`src/rtl/serial_byte_capture_ctrl_if.sv`:
```
// rtl/serial_byte_capture_ctrl_if.sv - serial frame source / byte consumer bundle for serial_byte_capture_ctrl
interface serial_byte_capture_ctrl_if;
    logic       start;
    logic       serial_in;
    logic       byte_ready;
    logic [7:0] byte_out;
    logic       byte_valid;
    logic       busy;
    logic       overrun;
    logic       parity_err;

    modport master (
        output start, serial_in, byte_ready,
        input  byte_out, byte_valid, busy, overrun, parity_err
    );

    modport slave (
        input  start, serial_in, byte_ready,
        output byte_out, byte_valid, busy, overrun, parity_err
    );
endinterface

```
`src/rtl/serial_byte_capture_ctrl.sv`:
```
// rtl/serial_byte_capture_ctrl.sv - MSB-first serial byte capture with one-entry output holding register
// Optional feature: PARITY_CHECK_EN adds a 9th even-parity bit check.
module serial_byte_capture_ctrl #(
    parameter int BIT_CYCLES = 1
) (
    input  logic                        clk,
    input  logic                        rst,
    serial_byte_capture_ctrl_if.slave   bus
);
    localparam int DIV_W = (BIT_CYCLES > 1) ? $clog2(BIT_CYCLES) : 1;
    localparam logic [DIV_W-1:0] DIV_LAST = DIV_W'(BIT_CYCLES - 1);

    typedef enum logic [1:0] {
        IDLE  = 2'd0,
        SHIFT = 2'd1
`ifdef PARITY_CHECK_EN
        ,
        PARITY = 2'd2
`endif
    } state_t;

    state_t           state;
    state_t           next_state;
    logic [7:0]       sh;
    logic [3:0]       bit_cnt;
    logic [DIV_W-1:0] div;
    logic [7:0]       byte_out_r;
    logic             byte_valid_r;
    logic             overrun_r;
    logic             parity_err_r;

    logic             tick;
    logic             last_data_tick;
    logic             complete;
    logic             par_fail;
    logic [7:0]       assembled;

    assign tick           = (state != IDLE) && (div == DIV_LAST);
    assign last_data_tick = (state == SHIFT) && tick && (bit_cnt == 4'd7);

`ifdef PARITY_CHECK_EN
    // Even parity: data ones plus the parity bit must total an even count.
    logic par_tick;
    assign par_tick  = (state == PARITY) && tick;
    assign complete  = par_tick && !(^sh ^ bus.serial_in);
    assign par_fail  = par_tick &&  (^sh ^ bus.serial_in);
    assign assembled = sh;
`else
    assign complete  = last_data_tick;
    assign par_fail  = 1'b0;
    assign assembled = {sh[6:0], bus.serial_in};
`endif

    always_ff @(posedge clk) begin
        if (rst) begin
            state <= IDLE;
        end else begin
            state <= next_state;
        end
    end

    always_comb begin
        next_state = state;
        case (state)
            IDLE: begin
                if (bus.start) begin
                    next_state = SHIFT;
                end
            end
            SHIFT: begin
                if (last_data_tick) begin
`ifdef PARITY_CHECK_EN
                    next_state = PARITY;
`else
                    next_state = IDLE;
`endif
                end
            end
`ifdef PARITY_CHECK_EN
            PARITY: begin
                if (tick) begin
                    next_state = IDLE;
                end
            end
`endif
            default: next_state = IDLE;
        endcase
    end

    always_ff @(posedge clk) begin
        if (rst) begin
            sh           <= 8'd0;
            bit_cnt      <= 4'd0;
            div          <= '0;
            byte_out_r   <= 8'd0;
            byte_valid_r <= 1'b0;
            overrun_r    <= 1'b0;
            parity_err_r <= 1'b0;
        end else begin
            parity_err_r <= par_fail;
            if (state == IDLE) begin
                if (bus.start) begin
                    bit_cnt <= 4'd0;
                    div     <= '0;
                end
            end else begin
                div <= tick ? '0 : div + 1'b1;
                if (tick && state == SHIFT) begin
                    sh      <= {sh[6:0], bus.serial_in};
                    bit_cnt <= bit_cnt + 4'd1;
                end
            end

            // A completion may land on the same edge the consumer drains the old byte.
            if (complete) begin
                if (!byte_valid_r || bus.byte_ready) begin
                    byte_out_r   <= assembled;
                    byte_valid_r <= 1'b1;
                end else begin
                    overrun_r <= 1'b1;
                end
            end else if (byte_valid_r && bus.byte_ready) begin
                byte_valid_r <= 1'b0;
            end
        end
    end

    assign bus.byte_out   = byte_out_r;
    assign bus.byte_valid = byte_valid_r;
    assign bus.busy       = (state != IDLE);
    assign bus.overrun    = overrun_r;
    assign bus.parity_err = parity_err_r;
endmodule

```
`src/flat_wrapper.sv`:
```
// flat-port wrapper written by rule: the top's interface ports become plain ports
module serial_byte_capture_ctrl_flat 
#(
    parameter int BIT_CYCLES = 1
)
  (clk, rst, bus_start, bus_serial_in, bus_byte_ready, bus_byte_out, bus_byte_valid, bus_busy, bus_overrun, bus_parity_err);
  serial_byte_capture_ctrl_if bus_i ();
  input  logic clk;
  input  logic rst;
  input wire logic [$bits(bus_i.start)-1:0] bus_start;
  input wire logic [$bits(bus_i.serial_in)-1:0] bus_serial_in;
  input wire logic [$bits(bus_i.byte_ready)-1:0] bus_byte_ready;
  output wire logic [$bits(bus_i.byte_out)-1:0] bus_byte_out;
  output wire logic [$bits(bus_i.byte_valid)-1:0] bus_byte_valid;
  output wire logic [$bits(bus_i.busy)-1:0] bus_busy;
  output wire logic [$bits(bus_i.overrun)-1:0] bus_overrun;
  output wire logic [$bits(bus_i.parity_err)-1:0] bus_parity_err;
  assign bus_i.start = bus_start;
  assign bus_i.serial_in = bus_serial_in;
  assign bus_i.byte_ready = bus_byte_ready;
  assign bus_byte_out = bus_i.byte_out;
  assign bus_byte_valid = bus_i.byte_valid;
  assign bus_busy = bus_i.busy;
  assign bus_overrun = bus_i.overrun;
  assign bus_parity_err = bus_i.parity_err;
  serial_byte_capture_ctrl #(.BIT_CYCLES(BIT_CYCLES)) u_core (.clk(clk), .rst(rst), .bus(bus_i));
endmodule
```
`config.mk`:
```
export PLATFORM = sky130hd
export DESIGN_NAME = serial_byte_capture_ctrl_flat
export DESIGN_NICKNAME = d
export VERILOG_FILES = /design/src/rtl/serial_byte_capture_ctrl_if.sv /design/src/rtl/serial_byte_capture_ctrl.sv /design/src/flat_wrapper.sv
export SDC_FILE = /design/constraint.sdc
export NUM_CORES = 1
export LEC_CHECK = 0
export ABC_AREA = 1
export BUFFER_PORTS_ARGS = -buffer_cell sky130_fd_sc_hd__buf_4
export CAP_MARGIN = 20
export CORE_MARGIN = 2
export CORE_UTILIZATION = 50
export DETAILED_ROUTE_END_ITERATION = 12
export GPL_TIMING_DRIVEN = 0
export PLACE_DENSITY = 0.82
export SLEW_MARGIN = 25
export SYNTH_ARGS = -nofsm -noshare
export SYNTH_HDL_FRONTEND = slang
export SYNTH_SLANG_ARGS = --single-unit
export TNS_END_PERCENT = 50
```
`constraint.sdc`:
```
create_clock -name clk -period 1.63 [get_ports clk]
set_input_delay 0 -clock clk [delete_from_list [all_inputs] [get_ports clk]]
set_output_delay 0 -clock clk [all_outputs]
set_load 0.01 [all_outputs]
```
==> metrics.md, run 1 <==
| Metric | Value |
|---|---|
| Setup TNS Final | `0 ns` |
| Max Cap Viol | `0` |
| Worst Setup SP | `u_core.div$_SDFFE_PP0P_` |
| Largest area contributor in the netlist | `dfxtp_1` |
| Pleak | `between 0.5 and 0.6 nW` |
| DRT antenna net count | `0` |
| Critical Path AT | `1.61 ns` |
| Post-CTS Setup Repair Bufs | `0` |
| Worst path bufs/invs | `2` |
| Post-synthesis sequential area ratio | `0.467` |
| Initial Util | `0.518` |
| Layout cell share with drive strength beyond 1 | `0.164` |
| Ys async rst share | `0` |
| Max Clk Rate | `0.745 GHz` |
| Synth warn | `0` |
| Top delay family on crit path | `buffers and inverters` |
| Vias in the first global route | `roughly 800` |
| Area grow syn2layout | `21.7%` |
| Grt total ovfl | `0` |
| Max-slew violations | `0` |
| CTS buffer count | `3` |
| DRC | `0` |
| DIE WIDTH | `approximately 48 microns` |
| GRT Total Usage | `0.177` |
| FF+latch count, synth | `23` |
| Outcome | `completed` |
| Clk sink count | `23` |
| CTS tree | `done` |
| Total power | `approximately 950 uW` |
| Final Hold Vio Count | `0` |
| Ant. Diodes | `0` |
| Compound-Gate Fraction of Synth Area | `0.119` |
| Slowest CP cell | `dlygate4sd3_1` |
| Post-Route WL | `1870 microns` |
| Xor-xnor portion of the synthesized cell area | `0` |
| Design area | `around 1200 sq um` |
| R2R Path Start | `u_core.div$_SDFFE_PP0P_` |
| Syn Std Cell Area | `986 sq um` |
| Number of flops mapped to enable cells by yosys | `0` |
| Clock Tree Buf Depth | `2` |
| Worst-path fanout max | `2` |
| Die Area | `around 2300 sq um` |
| Syn avg cell area | `between 7 and 8 sq um` |
| Worst VDD drop | `0.409 mV` |
| Clk_lat worst skew | `0.31 ns` |
| Setup crit start kind | `register` |
| Core area | `1900 sq um` |
| Synth Area in Simple Gates | `0.244` |
| Reg clk slew, reported paths | `about 0.13 ns` |
| Final setup vio count | `0` |
| Crit Path Class | `register to register` |
| Synth Flop Type | `dfxtp_1` |
| Most area-consuming cells after synthesis | `dfxtp_1, inv_1, nand2_1` |
| Via/cell ratio | `roughly 4.7` |
| Syn nets | `approximately 140` |
| Detail Placement HPWL | `between 1000 and 1500 microns` |
| Post-synth top cells | `inv_1, nand2_1, dfxtp_1, a21oi_1, nor2_1` |
| Synth Area in Adders | `0.0127` |
| FF-to-FF setup slack | `0.29 ns` |
| Vias after detailed routing | `~870` |
| Gpl congestion | `a little under 0.8` |
| Post-Syn Instances | `136` |
| Post-synthesis mux area share | `0` |
| Count leader, synth | `inv_1` |
| CTS Root Cell | `clkbuf_4` |
| Power Density | `approximately 790 nW/um^2` |
| First-pass DRT Iterations | `4` |
| Rows | `16` |
| Distinct cells, synth | `19` |
| Clk_skew | `just under 0.007 ns` |
| Routed len/inst | `about 10 microns` |
| Antenna violations before repair | `0` |
| Pin count of the biggest net entering global routing | `14` |
| Fin crit share | `0.824` |
| Starting DRT DRC Count | `13` |
| Die height | `around 48 microns` |
| Min-delay src | `bus_byte_ready` |
| Worst hold slack | `roughly 0.19 ns` |
| Required time worst endpoint | `1.89 ns` |
| Final critical-path required period | `1.34 ns` |
| Largest family of logic cells by synthesized area | `simple AND/OR/NAND/NOR gates` |
| IO buf count | `15` |
| Post-synth top area share | `0.467` |
| H-tree levels | `1` |
| Ports | `17` |
| Crit. End Element | `register` |
| RSZ-0062 raised after global routing | `false` |
| Worst path max stage delay | `0.59 ns` |
| Critical path cell sequence | `inv_1 > nor4_1 > dlygate4sd3_1` |
| Net count, final | `around 170` |
| Min-delay worst type | `input pin to register` |
| First-pass GRT wire length | `~3300 microns` |
| Area post-placement | `1130 sq um` |
==> power by group <==
group	switching, mW	leakage (nW)	internal (mW)	total, mW
Combinational	0.0542	0.349	0.0375	0.0916
Clock	0.173	0.0177	0.0917	0.265
Sequential	0.0106	0.187	0.580	0.591
==> logic make-up (layout without fill, tap and decap cells) <==
group | count (synthesis) | after routing
simple gates | 52 | 52
buf+inv | 36 | 59
compound gates | 23 | 23
flops | 23 | 23
fa+ha+maj | 1 | 1
other cells | 1 | 1
==> what timing repair did <==
action,CTS,global route
hold buffers,4,0
gates resized for setup,0,0
hold endpoints to repair,6,0
==> layout by cell type (no fill, tap or decap) <==
cell,n
dlygate4sd3_1,4
a21oi_1,12
o21ai_0,10
nor4_1,1
nor2_4,1
nor2_1,11
nand3_2,1
nand4_1,8
nor3b_1,1
nand3_1,1
clkbuf_4,3
inv_1,30
clkinv_2,1
conb_1,1
nand2_1,27
clkbuf_1,1
dfxtp_1,23
buf_2,1
ha_1,1
buf_4,19
a211oi_1,1
nand3b_1,1
==> state kept, by name, indices dropped and copies added, names as in the netlist <==
name	count
u_core.bus.overrun	1
u_core.sh	7
u_core.div	1
u_core.bit_cnt	4
u_core.bus.byte_valid	1
u_core.state	1
u_core.bus.byte_out	8
==> layout make-up <==
class,instances,area [sq um]
fillers,164,702
flip-flops and latches,23,460
multi-input cells,77,374
repair buffers,19,153
inverters,30,113
plain buffers,6,38.8
well taps,27,33.8
clock buffers,3,22.5
clock inverters,1,5.00
==> worst min-delay path: stages <==
cell and delay [ns]:
buf_4 0.11, inv_1 0.04, nand2_1 0.07, nand3_2 0.17, a21oi_1 0.09
==> layer usage <==
| layer | vias to the layer above | wire length (microns) | GRT usage |
|---|---|---|---|
| met1 | 381 | 880 | 0.211 |
| met4 | 0 | 14 | 0.0714 |
| met2 | 15 | 913 | 0.319 |
| met3 | 2 | 57 | 0.0278 |
| li1 | 467 | - | - |
| met5 | - | 0 | 0 |
==> worst paths after layout <==
check	end	depth (start not counted)
setup reg to reg	u_core.div$_SDFFE_PP0P_	3
hold / removal	u_core.bus.byte_valid$_SDFFE_PP0P_	5
setup / recovery	u_core.div$_SDFFE_PP0P_	3
hold reg to reg	u_core.bus.overrun$_SDFFE_PP0P_	2
==> metrics by stage <==
| stage | util | instances | worst slack (ns) |
|---|---|---|---|
| 2_1_floorplan | - | 136 | 0.496 |
| 3_3_place_gp | 0.595 | 178 | 0.392 |
| 3_5_place_dp | 0.595 | 178 | 0.339 |
| 4_1_cts | 0.631 | 186 | 0.309 |
| 5_1_grt | 0.631 | 186 | 0.132 |
| 6_report | 0.631 | 186 | 0.287 |
No activity file was read; power rests on OpenSTA's default activity.
==> run 2, diff against run 1 <==
==> constraint.sdc (replaced) <==
create_clock -name clk -period 1.25 [get_ports clk]
set_input_delay 0 -clock clk [delete_from_list [all_inputs] [get_ports clk]]
set_output_delay 0 -clock clk [all_outputs]
set_load 0.01 [all_outputs]
==> metrics.md, run 2 (same netlist as run 1, synthesis figures left out) <==
| Metric | Value |
|---|---|
| Outcome | `completed` |
| DRC | `0` |
| Pin count of the biggest net entering global routing | `14` |
| Reg clk slew, reported paths | `approximately 0.13 ns` |
| Gpl congestion | `0.771` |
| Net count, final | `around 170` |
| Die height | `about 48 microns` |
| GRT Total Usage | `0.183` |
| Starting DRT DRC Count | `16` |
| Final critical-path required period | `between 1 and 1.5 ns` |
| Power Density | `between 900 and 1000 nW/um^2` |
| DRT antenna net count | `0` |
| Worst hold slack | `0.200 ns` |
| Required time worst endpoint | `around 1.5 ns` |
| Grt total ovfl | `0` |
| Slowest CP cell | `dfxtp_4` |
| Max-slew violations | `0` |
| Commonest non-fill, non-tap cell in the layout | `inv_1` |
| Filler instances | `approximately 160` |
| Vias after detailed routing | `908` |
| Ports | `17` |
| Max Cap Viol | `0` |
| RSZ-0062 raised after global routing | `true` |
| Via/cell ratio | `approximately 4.9` |
| CTS buffer count | `3` |
| Pleak | `roughly 0.57 nW` |
| Clk sink count | `23` |
| Vias in the first global route | `slightly above 800` |
| Most frequent cells in the layout | `inv_1, nand2_1, dfxtp_1` |
| Worst-path fanout max | `5` |
| Top delay family on crit path | `simple AND/OR/NAND/NOR gates` |
| Worst path max stage delay | `0.39 ns` |
| Final Hold Vio Count | `0` |
| Antenna violations before repair | `0` |
| Layout cell share with drive strength beyond 1 | `0.238` |
| Rows | `16` |
| Worst VDD drop | `~0.54 mV` |
| Worst path bufs/invs | `1` |
| Post-Route WL | `2090 microns` |
| Die Area | `roughly 2300 sq um` |
| Setup crit start kind | `register` |
| H-tree levels | `1` |
| Initial Util | `0.518` |
| Routed len/inst | `11.1 microns` |
| Total power | `1.25 mW` |
| DIE WIDTH | `48.4 microns` |
| Ant. Diodes | `0` |
| Area grow syn2layout | `28.6%` |
| Fin crit share | `0.996` |
| Core area | `1900 sq um` |
| Clk_lat worst skew | `between 0.3 and 0.4 ns` |
| Crit. End Element | `register` |
| Max Clk Rate | `~0.8 GHz` |
| Clk_skew | `~0.0071 ns` |
| Min-delay worst type | `input pin to register` |
| CTS Root Cell | `clkbuf_4` |
| Crit Path Class | `register to register` |
| Clock Tree Buf Depth | `2` |
| First-pass DRT Iterations | `4` |
| Detail Placement HPWL | `between 1000 and 1500 microns` |
| CTS tree | `done` |
| Max reg flops | `8` |
| IO buf count | `15` |
| Critical path cell sequence | `ha_4 > nand2_4 > nor2_4 > buf_6 > nand4_1 > nand2_1 > nor2_1` |
| First-pass GRT wire length | `around 3400 microns` |
| Critical Path AT | `between 1 and 1.5 ns` |
| Final setup vio count | `0` |
## run 2: timing repair
action / 4_1_cts / 5_1_grt
gates resized for setup: 4 / 17
pin swaps: 1 / 4
hold buffers: 3 / 0
hold endpoints to repair: 6 / 0
setup buffers: 0 / 0
cloned: 1 / 1
setup endpoints to repair: 9 / 13
## run 2: per-layer routing
metal	track usage	part of all wire	vias to the layer above
li1	-	-	473
met1	0.211	0.43	408
met2	0.324	0.51	21
met3	0.0278	0.033	6
met4	0.100	0.028	0
met5	0	0	-
## run 2: worst paths after layout
check	slack, ns	cells past startpoint	to	startpoint
worst max-delay path	0.006	7	u_core.bus.byte_out[0]$_SDFFE_PP0P_	u_core.bit_cnt[1]$_SDFFE_PP0P_
worst min-delay path	0.20	5	u_core.bus.byte_valid$_SDFFE_PP0P_	bus_byte_ready
worst max register to register	0.006	7	u_core.bus.byte_out[0]$_SDFFE_PP0P_	u_core.bit_cnt[1]$_SDFFE_PP0P_
worst min register to register	0.46	2	u_core.sh[6]$_SDFFE_PP0P_	u_core.sh[6]$_SDFFE_PP0P_
## run 2: area by class of cell
cell class                 instances  area (sq um)  area share
tap                               27          33.8      0.0267
clock inverter                     1          5.00     0.00395
sequential                        23           469       0.370
timing repair buffer              19           154       0.121
buffer                             6          43.8      0.0346
inverter                          30           113      0.0888
clock buffer                       3          22.5      0.0178
multi-input combinational         78           427       0.337
## run 2: per-stage QoR
stage,worst slack [ns],instances,TNS (ns),cell area (sq um),utilization
3_3_place_gp,0.0115,178,0,1130,0.595
3_5_place_dp,-0.0409,178,-0.186,1130,0.595
6_report,0.00554,187,0,1270,0.666
2_1_floorplan,0.116,136,0,986,-
5_1_grt,-0.0551,187,-0.338,1270,0.666
4_1_cts,0.00744,186,0,1200,0.634
## run 2: tightest hold or removal path: stages
cell and delay [ns]:
buf_4 0.11, inv_1 0.04, nand2_1 0.13, nand3_2 0.13, a21oi_1 0.07
## run 2: power by group
part / leakage [nW] / internal, mW / switching [mW]
sequential: 0.189 / 0.756 / 0.0167
combinational: 0.364 / 0.0524 / 0.0746
clock: 0.0177 / 0.120 / 0.227
total: 0.570 / 0.928 / 0.318
